## config.mk

```make
export PLATFORM = sky130hd
export DESIGN_NAME = uart_rx_os
export DESIGN_NICKNAME = d
export VERILOG_FILES = /design/src/rtl/uart_rx_os_pkg.sv /design/src/rtl/bit_sync.sv /design/src/rtl/uart_rx_os.sv
export SDC_FILE = /design/constraint.sdc
export NUM_CORES = 1
export LEC_CHECK = 0
export BUFFER_PORTS_ARGS = -buffer_cell sky130_fd_sc_hd__clkbuf_2
export CORE_UTILIZATION = 51
export DETAILED_ROUTE_END_ITERATION = 8
export GPL_TIMING_DRIVEN = 1
export PLACE_DENSITY = 0.74
export SLEW_MARGIN = 20
export SYNTH_ARGS = -nofsm -noshare
export SYNTH_HDL_FRONTEND = slang
export SYNTH_SLANG_ARGS = --single-unit
```

## constraint.sdc

```tcl
create_clock -name src_clk -period 2 [get_ports src_clk]
set_input_delay 0.1 -clock src_clk [delete_from_list [all_inputs] [get_ports src_clk]]
set_output_delay 0.1 -clock src_clk [all_outputs]
set_load 0.01 [all_outputs]
```

## src/rtl/uart_rx_os_pkg.sv

```systemverilog
// Shared receiver constants and FSM state encoding for the UART RX path.
package uart_rx_os_pkg;
  localparam int SAMPLING_FACTOR = 16;
  localparam int UART_DATA_BITS  = 8;

  typedef enum logic [2:0] {
    RXS_IDLE      = 3'd0,
    RXS_START     = 3'd1,
    RXS_DATA      = 3'd2,
    RXS_STOP      = 3'd3,
    RXS_WAIT_HIGH = 3'd4
  } rx_state_e;
endpackage

```

## src/rtl/bit_sync.sv

```systemverilog
// Two-flop synchronizer, resets to 1 so an idle-high line never looks like a start edge.
module bit_sync #(
  parameter int W = 1
) (
  input  logic         src_clk,
  input  logic         rst,
  input  logic [W-1:0] d,
  output logic [W-1:0] q
);
  logic [1:0][W-1:0] sync_pipe;

  always_ff @(posedge src_clk) begin
    if (rst) sync_pipe <= '1;
    else     sync_pipe <= {sync_pipe[0], d};
  end

  assign q = sync_pipe[1];
endmodule

```

## src/rtl/uart_rx_os.sv

```systemverilog
// Oversampling 8N1 receiver: 3-sample mid-bit majority vote, valid/ready delivery,
// framing-error and overrun pulses.
module uart_rx_os
  import uart_rx_os_pkg::*;
#(
  parameter int DATA_BITS = UART_DATA_BITS,
  parameter int OS        = SAMPLING_FACTOR
) (
  input  logic                 src_clk,
  input  logic                 rst,
  input  logic                 ena,
  input  logic                 Bit_in,
  output logic [DATA_BITS-1:0] out,
  output logic                 valid,
  input  logic                 ready,
  output logic                 frame_err,
  output logic                 overrun,
  output logic                 bussy
);
  localparam int TW = $clog2(OS);
  localparam int BW = (DATA_BITS > 1) ? $clog2(DATA_BITS) : 1;
  localparam logic [TW-1:0] T_S0   = TW'(OS/2 - 1);
  localparam logic [TW-1:0] T_S1   = TW'(OS/2);
  localparam logic [TW-1:0] T_DEC  = TW'(OS/2 + 1);
  localparam logic [TW-1:0] T_LAST = TW'(OS - 1);
  localparam logic [BW-1:0] B_LAST = BW'(DATA_BITS - 1);

  logic                 rxs;
  rx_state_e            state, state_n;
  logic [TW-1:0]        tcnt, tcnt_n;
  logic [BW-1:0]        bidx, bidx_n;
  logic [1:0]           smp, smp_n;
  logic [DATA_BITS-1:0] shreg, shreg_n;
  logic                 vote, dec, deliver, ferr;

  bit_sync #(.W(1)) u_sync (
    .src_clk (src_clk),
    .rst     (rst),
    .d       (Bit_in),
    .q       (rxs)
  );

  // third sample is the live synchronized line on the decision tick
  assign vote = (smp[0] & smp[1]) | (smp[0] & rxs) | (smp[1] & rxs);
  assign dec  = (tcnt == T_DEC);

  always_comb begin
    state_n = state;
    tcnt_n  = tcnt;
    bidx_n  = bidx;
    smp_n   = smp;
    shreg_n = shreg;
    deliver = 1'b0;
    ferr    = 1'b0;
    if (ena) begin
      tcnt_n = (tcnt == T_LAST) ? '0 : tcnt + 1'b1;
      if (tcnt == T_S0) smp_n[0] = rxs;
      if (tcnt == T_S1) smp_n[1] = rxs;
      unique case (state)
        RXS_IDLE: begin
          tcnt_n = '0;
          if (!rxs) state_n = RXS_START;
        end
        RXS_START: begin
          if (dec && vote) begin
            state_n = RXS_IDLE;
            tcnt_n  = '0;
          end else if (tcnt == T_LAST) begin
            state_n = RXS_DATA;
            bidx_n  = '0;
          end
        end
        RXS_DATA: begin
          if (dec) shreg_n = {vote, shreg[DATA_BITS-1:1]};
          if (tcnt == T_LAST) begin
            if (bidx == B_LAST) state_n = RXS_STOP;
            else                bidx_n  = bidx + 1'b1;
          end
        end
        RXS_STOP: begin
          // leave at mid stop bit so a back-to-back start edge is never missed
          if (dec) begin
            tcnt_n  = '0;
            deliver = vote;
            ferr    = ~vote;
            state_n = vote ? RXS_IDLE : RXS_WAIT_HIGH;
          end
        end
        RXS_WAIT_HIGH: begin
          tcnt_n = '0;
          if (rxs) state_n = RXS_IDLE;
        end
        default: begin
          state_n = RXS_IDLE;
          tcnt_n  = '0;
        end
      endcase
    end
  end

  always_ff @(posedge src_clk) begin
    if (rst) begin
      state <= RXS_IDLE;
      tcnt  <= '0;
      bidx  <= '0;
      smp   <= '1;
      shreg <= '0;
    end else begin
      state <= state_n;
      tcnt  <= tcnt_n;
      bidx  <= bidx_n;
      smp   <= smp_n;
      shreg <= shreg_n;
    end
  end

  always_ff @(posedge src_clk) begin
    if (rst) begin
      out       <= '0;
      valid     <= 1'b0;
      frame_err <= 1'b0;
      overrun   <= 1'b0;
    end else begin
      frame_err <= ferr;
      overrun   <= 1'b0;
      if (deliver) begin
        if (!valid || ready) begin
          out   <= shreg;
          valid <= 1'b1;
        end else begin
          overrun <= 1'b1;
        end
      end else if (valid && ready) begin
        valid <= 1'b0;
      end
    end
  end

  assign bussy = (state != RXS_IDLE);
endmodule

```

**Word level (Yosys, flattened, before mapping)**

Cells that the tools add are included.

- Bits of input ports: 5
- Flip-flop bits (word level): 33
- Logic and storage cells: 85
- Output and inout bits: 12

- Bitwise logic cells: 10
- Add/sub/neg operators: 2
- Eq/ne operators: 19
- Reductions and logical operators: 17
- Multiplexer cells: 25

Operators with widths:

| kind | count |
|---|---|
| 3-bit 2-to-1 mux | 12 |
| 3-bit one-hot mux with 5 select lines | 1 |
| 2-bit != test (second input constant) | 7 |
| 4-bit equality test (second input constant) | 3 |
| 4-bit 2-to-1 mux | 3 |
| 4-bit one-hot mux with 3 select lines | 1 |
| 2-bit AND reduction | 4 |
| 1-bit 2-to-1 mux | 7 |
| 7-bit AND reduction | 1 |
| 3-bit by 2-bit equality test with 1-bit output (second input constant) | 2 |
| 3-bit equality test (second input constant) | 2 |
| 3-bit one-hot mux with 2 select lines | 1 |
| 6-bit AND reduction | 1 |
| 1-bit inverter | 5 |
| 4-bit by 1-bit adder with 4-bit output (second input constant) | 1 |
| 4-bit by 3-bit equality test with 1-bit output (second input constant) | 1 |
| 2-bit by 1-bit != test with 1-bit output (second input constant) | 2 |
| 2-bit nonzero test | 2 |
| 4-bit OR reduction | 1 |
| 3-bit by 1-bit adder with 3-bit output (second input constant) | 1 |
| 1-bit AND | 3 |
| 3-bit by 1-bit equality test with 1-bit output (second input constant) | 1 |
| 3-bit zero test | 1 |
| 3-bit != test (second input constant) | 1 |
| 7 further kinds | 9 |

**Depth between registers and ports, before layout**

- Depth in word-level cells: 8
- Gate-level depth with buffers: 7
- Depth with buffers taken out: 6

**Hierarchy**

Synthesis repeated with hierarchy kept, for this count alone.

- Cell total of the unflattened synthesis: 167
- Area total of the unflattened synthesis: 1591.5 um2

Modules (own cells, without submodules):

| module | times used | area an instance (um2) | cells an instance | sequential area each (um2) |
|---|---|---|---|---|
| uart_rx_os | 1 | 1539.0 | 163 | 620.6 |
| bit_sync | 1 | 52.6 | 4 | 40.0 |

**Worst setup path after synthesis**

OpenSTA, ideal clock, no wires.

- Kind: register to register
- Start: register bidx[0]
- End: register bidx[0]
- Data required time: 1.933 ns
- Path buffers: 0
- Data arrival time: 1.875 ns
- Setup time: 0.067 ns
- Setup slack: 0.057 ns
- Period minus slack after synthesis: 1.943 ns
- Cell stages (with the launch flop): 7
- Cell sequence: dfxtp_1 > ha_1 > ha_1 > or4b_1 > a211o_1 > or3_1 > a21oi_2

- Word-level cells in the longest chain between the ends: 4
- Elaborated cells on any way between the ends: 7
- Those cells by class: add/sub (1); eq/ne (2); mux (3); reduce/logical (1)

RTL lines:

| what | RTL line | text |
|---|---|---|
| start, declared | uart_rx_os.sv:31 | `logic [BW-1:0] bidx, bidx_n;` |
| start signal, assigned | uart_rx_os.sv:111 | `bidx <= bidx_n;` |
| 3-bit by 1-bit adder with 3-bit output | uart_rx_os.sv:77 | `else bidx_n = bidx + 1'b1;` |
| 3-bit 2-to-1 mux | uart_rx_os.sv:76 | `if (bidx == B_LAST) state_n = RXS_STOP;` |
| 3-bit 2-to-1 mux | uart_rx_os.sv:75 | `if (tcnt == T_LAST) begin` |
| 3-bit one-hot mux with 2 select lines | uart_rx_os.sv:59 | `unique case (state)` |

Several ways; a longest one is shown, not always the timed one. The select of a mux whose other input is x is not followed.
A chain may end at the register's enable or synchronous reset.

**Final worst setup path**

Ends and elaborated chain as after synthesis.

==> qor.txt <==
WL final: 3.00 mm
IO Count: 17
Finished Cell Area: 1740 µm²
WL/cell: 14.0 µm
DP Area: 1640 µm²
global-route wire length before repair: 5.24 mm
die height: 56.2 µm
Buffers & Inverters on Critical Path: 0
top-count cell post-synth: dfxtp_1
RSZ-0062 raised after global routing: true
Crit Reg-Reg Endpoint: bidx[0]
Max-slew headroom: 53.2%
Std-Cell Rows: 19
Register Area: 663 µm²
# diodes: 0
sequential fraction of the synthesis area: 44.1%
Mapped Area: 1500 µm²
crit path launch type: register
initial antenna violation count: 0
worst r2r path cells: 6
most frequent cells after synthesis: 33 x dfxtp_1, 23 x nor2_1, 17 x mux2i_1
MaxCap Viol Count: 0
Die X: 56.2 µm
# placed instances: 205
syn_nets: 168
Final Hold Fails: 0
Syn-to-layout area delta: 16.3%
worst r2r src: bidx[0]
Fillers: 259
Power Density: 716 nW/µm²
Yosys warning total: 0
core area: 2780 µm²
share of cells above drive strength 1: 23.0%
critical path peak fanout: 3
crit path time final: 2.00 ns
Layout Nets: 192
dpl hpwl: 2.11 mm
largest area contributor in the netlist: dfxtp_1
Setup Viol. Count Final: 0
clock net sink count: 33
Util after Layout: 62.7%
min-delay src: ready
family with the most delay on the worst path: simple AND/OR/NAND/NOR gates
Final Cycle Share: 99.8%
Yosys top cell area share: 44.1%
most common cell type on the critical path: ha_2
critical path type: register to register
Post-synth EDFFs: 0
Root Buffer: clkbuf_4
vias in the first global route: 1197
worst min path class: input pin to register
CTS tree: done
CP required: 2.26 ns
Synth cell types: 41
CP max-delay cell: or4b_1
First DRT Iteration DRCs: 48
total grt overflow: 0
Max clock buf depth: 2
die area: 3160 µm²
outcome: complete, no violations
Layout Cells excl Fill: 214
Area contributors post-synth: dfxtp_1 44%, mux2i_1 11%, nor2_1 5.8%, ha_1 4.2%, nand3b_1 2.5%
Routed Antenna Nets: 0
crit-path cells: ha_2, ha_2, or4b_1, a211o_1, or3_1, a21oi_2
pin count of the biggest net entering global routing: 38
Leak: 0.751 nW
ys flop type: dfxtp_1
fmax: 501 MHz
max incr delay on CP: 0.48 ns
Mapped Cells: 158
post-DR vias/cell: 5.67
drt pass-1 iters: 4
starting density of the core: 53.9%
Min-Delay Path Depth: 3
Worst Path Arrival: 2.25 ns
Mapped Avg Cell Area: 9.49 µm²
H-Tree Depth: 2
crit path capture type: register
footprint of the multi-input gates: 783 µm²
worst hold endpoint: overrun
Async S/R FF share, synth: 0%
TritonCTS Buffers: 5
via count: 1214
Clk Latency, worst-skew pair: 0.33 ns
Worst VDD drop: 0.686 mV
Clock Pin Slew Worst Setup and Hold Paths: 0.10 ns
flops & latches, synth: 33
GPL Wtd Cong: 0.857
measured slew at the worst slew-check pin: 0.702 ns
FF-to-FF setup slack: 0.003 ns
max-slew violation count: 0
Port-buffer cells: 16
DRC Markers: 0
gr usage total: 21.2%
Clock Skew: 0.00481 ns
## routing by layer
metal,wire [µm],track usage (%)
met1,1380,24.9
met2,1460,36.6
met3,124,6.28
met4,40,7.67
met5,0,0
## sequential cells by signal (all words and copies together) (netlist names)
name,cells
out,8
u_sync.sync_pipe,1
valid,1
frame_err,1
overrun,1
state,3
tcnt,4
smp,2
shreg,8
bidx,3
u_sync.q,1
## kinds of logic (layout without fill, tap and decap cells)
logic type	Yosys count	after routing	synth area share, %
flops	33	33	44.1
buf+inv	14	39	4.26
mux	19	19	12.9
fa+ha+maj	6	6	4.84
xor+xnor	1	1	0.584
compound gates	18	18	8.52
simple gates	67	67	24.9
## worst min-delay path, cell delays in order
cell and delay, ns:
clkbuf_2 0.07, nand2b_1 0.13, nor3_1 0.06
## metrics by stage
stage	TNS, ns	power, mW	hold slack, ns	setup slack [ns]
2_1_floorplan	0	0.728	0.204	0.0573
3_3_place_gp	0	0.741	0.285	0.0659
3_5_place_dp	-0.0283	0.743	0.284	-0.0283
4_1_cts	0	1.26	0.0589	0.000864
5_1_grt	-0.0451	1.29	0.0789	-0.0451
6_report	0	1.25	0.0710	0.00318
## layout make-up
| class | instances | share of cell area (%) |
|---|---|---|
| Multi-Input combinational cell | 111 | 44.9 |
| Sequential cell | 33 | 38.0 |
| Timing Repair Buffer | 25 | 8.61 |
| Clock buffer | 7 | 3.16 |
| Tap cell | 31 | 2.23 |
| Clock inverter | 1 | 1.72 |
| Inverter | 6 | 1.29 |
## layout by cell type, fill, tap and decap left out, types with 3 or more instances in the layout
master	n
inv_1	6
nand3b_1	5
clkbuf_2	16
dfxtp_1	31
nand2_1	4
a211o_1	4
mux2i_1	17
nor2b_1	3
nand4_1	3
nor3_1	5
a21oi_1	4
buf_4	8
nand2b_1	3
ha_1	3
nand3_1	4
clkbuf_4	5
nor2_1	23
## power breakdown
group | internal, mW | leakage, nW | switching, mW
Combinational | 0.0287 | 0.438 | 0.0370
Sequential | 0.662 | 0.267 | 0.00476
Clock | 0.298 | 0.0455 | 0.217
## worst max-delay path by stage
stage	from	endpoint	slack, ns	cells after the start
4_1_cts	bidx[0]	bidx[0]	0.0009	6
2_1_floorplan	bidx[0]	bidx[0]	0.06	6
3_5_place_dp	bidx[0]	bidx[0]	-0.03	6
6_report	bidx[0]	bidx[0]	0.003	6
3_3_place_gp	bidx[0]	bidx[0]	0.07	6
5_1_grt	bidx[0]	bidx[0]	-0.05	6
## what timing repair did
item                                   4_1_cts  5_1_grt
endpoints found under the hold margin        1        0
gates resized for setup                      3        2
setup buffers                                0        0
hold buffers                                 1        0
setup endpoints to repair                    1        3
Power figures use the tool's default switching activity.
